--- src/rtl/alu_req_arbiter.sv ---
// Two-requester front end for a shared registered ALU: arbitrates, drives the ALU for ALU_LAT cycles,
// returns the tagged result. Define ALU_ARB_FIXED_PRIO_EN for fixed priority (requester 0 wins ties).
module alu_req_arbiter #(
  parameter int WIDTH   = 8,
  parameter int ALU_LAT = 1
) (
  input  logic             clk,
  input  logic             rst,
  input  logic             req0_valid,
  output logic             req0_ready,
  input  logic [WIDTH-1:0] req0_a,
  input  logic [WIDTH-1:0] req0_b,
  input  logic             req0_cin,
  input  logic [4:0]       req0_op,
  input  logic             req1_valid,
  output logic             req1_ready,
  input  logic [WIDTH-1:0] req1_a,
  input  logic [WIDTH-1:0] req1_b,
  input  logic             req1_cin,
  input  logic [4:0]       req1_op,
  output logic [WIDTH-1:0] alu_a,
  output logic [WIDTH-1:0] alu_b,
  output logic             alu_cin,
  output logic [2:0]       alu_select,
  output logic [1:0]       alu_select_calc,
  output logic [1:0]       alu_select_logic,
  input  logic [WIDTH-1:0] alu_final,
  output logic             rsp_valid,
  input  logic             rsp_ready,
  output logic             rsp_id,
  output logic [WIDTH-1:0] rsp_data,
  output logic             busy
);

  typedef enum logic [1:0] {IDLE, DRIVE, WAIT, RESP} state_t;

  typedef struct packed {
    logic [WIDTH-1:0] a;
    logic [WIDTH-1:0] b;
    logic             cin;
    logic [4:0]       op;
  } req_t;

  localparam logic [2:0] LAT_M1 = 3'(ALU_LAT - 1);

  state_t     state, state_n;
  logic       last_grant;
  logic       grant;
  logic       hs;
  logic       cur_id;
  logic [2:0] cnt;
  req_t       req0_in, req1_in, sel_req;
  logic [1:0] dec_calc, dec_logic;

  assign req0_in = '{a: req0_a, b: req0_b, cin: req0_cin, op: req0_op};
  assign req1_in = '{a: req1_a, b: req1_b, cin: req1_cin, op: req1_op};

  always_comb begin
    grant = 1'b0;
    if (req0_valid && req1_valid) begin
`ifdef ALU_ARB_FIXED_PRIO_EN
      grant = 1'b0;
`else
      grant = ~last_grant;
`endif
    end else if (req1_valid) begin
      grant = 1'b1;
    end
  end

  assign req0_ready = (state == IDLE) && req0_valid && !grant;
  assign req1_ready = (state == IDLE) && req1_valid &&  grant;
  assign hs         = req0_ready | req1_ready;
  assign busy       = (state != IDLE);

  // Sub-selects only pass through for the calculation (000) and logic (001) groups.
  always_comb begin
    sel_req   = grant ? req1_in : req0_in;
    dec_calc  = (sel_req.op[4:2] == 3'b000) ? sel_req.op[1:0] : 2'b00;
    dec_logic = (sel_req.op[4:2] == 3'b001) ? sel_req.op[1:0] : 2'b00;
  end

  always_comb begin
    state_n = state;
    case (state)
      IDLE:    if (hs) state_n = DRIVE;
      DRIVE:   state_n = WAIT;
      WAIT:    if (cnt == 3'd0) state_n = RESP;
      RESP:    if (rsp_ready) state_n = IDLE;
      default: state_n = IDLE;
    endcase
  end

  always_ff @(posedge clk) begin
    if (rst) begin
      state            <= IDLE;
      last_grant       <= 1'b1;
      cur_id           <= 1'b0;
      cnt              <= 3'd0;
      alu_a            <= '0;
      alu_b            <= '0;
      alu_cin          <= 1'b0;
      alu_select       <= 3'd0;
      alu_select_calc  <= 2'd0;
      alu_select_logic <= 2'd0;
      rsp_valid        <= 1'b0;
      rsp_id           <= 1'b0;
      rsp_data         <= '0;
    end else begin
      state <= state_n;
      // ALU inputs are loaded at the handshake edge and left untouched until the next one.
      if (hs) begin
        alu_a            <= sel_req.a;
        alu_b            <= sel_req.b;
        alu_cin          <= sel_req.cin;
        alu_select       <= sel_req.op[4:2];
        alu_select_calc  <= dec_calc;
        alu_select_logic <= dec_logic;
        cur_id           <= grant;
        last_grant       <= grant;
      end
      if (state == DRIVE)
        cnt <= LAT_M1;
      else if (state == WAIT && cnt != 3'd0)
        cnt <= cnt - 3'd1;
      if (state == WAIT && cnt == 3'd0) begin
        rsp_data  <= alu_final;
        rsp_id    <= cur_id;
        rsp_valid <= 1'b1;
      end else if (state == RESP && rsp_ready) begin
        rsp_valid <= 1'b0;
      end
    end
  end

endmodule
--- config.mk ---
export PLATFORM = sky130hd
export DESIGN_NAME = alu_req_arbiter
export DESIGN_NICKNAME = d
export VERILOG_FILES = /design/src/rtl/alu_req_arbiter.sv
export SDC_FILE = /design/constraint.sdc
export NUM_CORES = 1
export LEC_CHECK = 0
export CORE_MARGIN = 4
export CORE_UTILIZATION = 43
export DETAILED_ROUTE_END_ITERATION = 8
export PLACE_DENSITY_LB_ADDON = 0.2
export SETUP_SLACK_MARGIN = 0.2
export SYNTH_ARGS = -nofsm -noshare
export SYNTH_HDL_FRONTEND = slang
export SYNTH_SLANG_ARGS = --single-unit
--- constraint.sdc ---
create_clock -name clk -period 2.65 [get_ports clk]
set_input_delay 0.53 -clock clk [delete_from_list [all_inputs] [get_ports clk]]
set_output_delay 0.53 -clock clk [all_outputs]
set_load 0.1 [all_outputs]
==> flow_summary.ini <==
[logic_synthesis]
synth_common_cells = 41 x dfxtp_1, 41 x nor2_1, 31 x mux2i_1
synth_edf_count = 0
synthArstFlopShare_pct = 0
synth_top_area_share_pct = 44.6
syn_nets = 254
seq_area_frac_synth_pct = 44.6
avgSynthCellArea_um2 = 9.68
yosysTopAreaCell = dfxtp_1
synthDistinctLibCells = 25
synthTopCellsByArea = dfxtp_1 45%, mux2i_1 17%, a211oi_1 8.6%, nor2_1 8.4%, ha_1 4.8%
synthFlopType = dfxtp_1
yosys_warnings = 0
syn_area_mm2 = 0.00184
ys_seq_elements = 41
syn_inst = 190

[floorplan]
core-area_mm2 = 0.00406
boundaryPins = 94
die_area_mm2 = 0.00539
row_count = 23
die_y_um = 73.4
initial_core_util_pct = 45.3
die_x_um = 73.4

[cts]
cts_tree = done
cts_setup_buffers = 0
clkTransAtPathRegs_ns = 0.07
cts_buffers = 5
cts-root-buf = clkbuf_8
clock_latency_ns = 0.29
clk_path_buf_depth = 2
cts_sinks = 41
cts_hold_buffers = 0
htreeDepth = 2
cts_resized = 0

[cells_and_area]
utilization_pct = 70.4
final_nets = 348
fill_cells = 349
multi_input_area_um2 = 932
drive_above_1_share_pct = 18.9
diodes = 0
fin_cells = 335
seqCellArea_um2 = 821
area_delta_synth_final_pct = 55.3

[timing]
rsz0062_at_grt = no
finalSetupTns_ns = 0
slew_violations = 0
hold_slack_ns = 0.458
relSlewSlack_pct = 58.2
finalHoldViolations = 0
finalCritPeriodShare_pct = 88.5
fin_crit_ns = 2.35
fmaxAchievable_mhz = 426
tightest_slew_ns = 0.625
setup_viol = 0
skew_ns = 0.00800

[drt]
drt-pass1-iter-count = 4
vias = 1620
drcViolationCount = 0
drt_iter0_drc = 55
routed_wl_um = 4340
via_per_inst = 4.84
ant_nets = 0
wire_per_inst_um = 13.0

[global_route]
grt_start_max_net_pins = 42
track_usage_pct = 16.3
grt_overflow = 0
antenna_found_initial = 0
grt_pass1_vias = 1516
grt_pass1_wl_um = 6830

[worst_setup_path]
path_max_fanout = 6
cp_cell_sequence = clkdlybuf4s50_1 -> a21boi_4 -> and2_1 -> buf_12
reg2reg_from = state[0]
crit_buf_inv = 2
rrSetupSlack_ns = 0.91
cp-start-kind = input port
rr_endpoint = alu_select_logic[1]
max_stage_delay_ns = 0.55
cp_top_family = buffers and inverters
worstSetupPathType = input port to output port
cp.required_ns = 2.12
ff2ff_path_depth = 7
endpoint_kind = output port
crit_arrival_ns = 1.82
slowest_stage = clkdlybuf4s50_1

[outcome]
status = finished, final reports clean

[place]
dp_hpwl_um = 3460
finalWeightedCongestion = 0.706
dp.cells = 327
io_buffers = 93

[run]
maxCapViolCount = 0

[power_and_ir_drop]
p_per_area_mw_per_mm2 = 1230
ir_drop_mv = 0.638
leakage_nw = 1.26

[worst_hold_path]
whs_endpoint = rsp_valid
worstHoldStart = rsp_valid
hp-class = register to register
holdPathStages = 2
==> how the worst max path moves through the flow <==
stage,cells after the start,start,slack (ns),end
floorplan,3,req1_valid,0.47,req0_ready
global placement,4,req0_valid,0.34,req1_ready
detailed placement,4,req0_valid,0.31,req1_ready
CTS,4,req0_valid,0.30,req1_ready
global route,4,req0_valid,0.20,req1_ready
finish,4,req0_valid,0.30,req1_ready
==> layer usage <==
metal  vias up  track usage [%]  wire, µm
li1        859                -         -
met4         0             4.83        32
met2        51             26.5      2110
met3         4             7.39       413
met5         -                0         0
met1       706             19.4      1790
==> report_power, final <==
part | switching, mW | internal, mW
Combinational | 1.62 | 0.581
Sequential | 0.0897 | 0.780
Clock | 0.204 | 0.235
==> tightest hold or removal path, cell delays in order (launching register included) <==
cell	delay, ns
dfxtp_1	0.31
nand2_1	0.05
a21oi_1	0.05
==> layout by cell type, fill, tap and decap left out, drive strengths merged <==
| cell | n |
|---|---|
| a2111oi | 1 |
| a211oi | 21 |
| a21boi | 1 |
| a21oi | 3 |
| a222oi | 1 |
| a22o | 4 |
| a32oi | 2 |
| and2 | 3 |
| buf | 42 |
| clkbuf | 7 |
| clkdlybuf4s50 | 56 |
| clkinv | 1 |
| dfxtp | 41 |
| ha | 7 |
| inv | 7 |
| mux2i | 31 |
| nand2 | 5 |
| nand2b | 2 |
| nand3b | 1 |
| nor2 | 41 |
| nor3 | 3 |
| nor3b | 2 |
| o211ai | 1 |
| o21ai | 1 |
| xnor2 | 1 |
==> stage by stage <==
step	power [mW]	instance area, µm²	worst slack, ns
after floorplan	2.59	1840	0.473
after global placement	3.08	2760	0.341
after detailed placement	3.10	2760	0.308
after CTS	3.55	2860	0.305
after global routing	3.69	2860	0.200
final	3.51	2860	0.304
==> final cells by class <==
type	count	area share [%]
Tap cell	50	2.19
Clock buffer	7	3.37
Clock inverter	1	0.175
Inverter	7	0.920
Sequential cell	41	28.7
Multi-Input combinational cell	131	32.6
Timing Repair Buffer	98	32.0
==> state kept, by name, indices dropped and copies added (netlist names), 2 cells and up <==
name              flops
alu_select_calc       2
alu_a                 8
cnt                   3
rsp_data              8
alu_select_logic      2
alu_select            3
state                 2
alu_b                 8
==> logic make-up (layout without fill, tap and decap cells) <==
| logic type | after synthesis | after routing | share of synthesized area (%) |
|---|---|---|---|
| muxes | 31 | 31 | 16.9 |
| buffers and inverters | 18 | 113 | 4.97 |
| and+or+nand+nor | 57 | 57 | 13.1 |
| xor gates and xnor gates | 1 | 1 | 0.476 |
| adders and majority gates | 7 | 7 | 4.76 |
| DFF | 41 | 41 | 44.6 |
| AOI/OAI and AO/OA | 35 | 35 | 15.2 |
(Power assumes the default switching activity.)
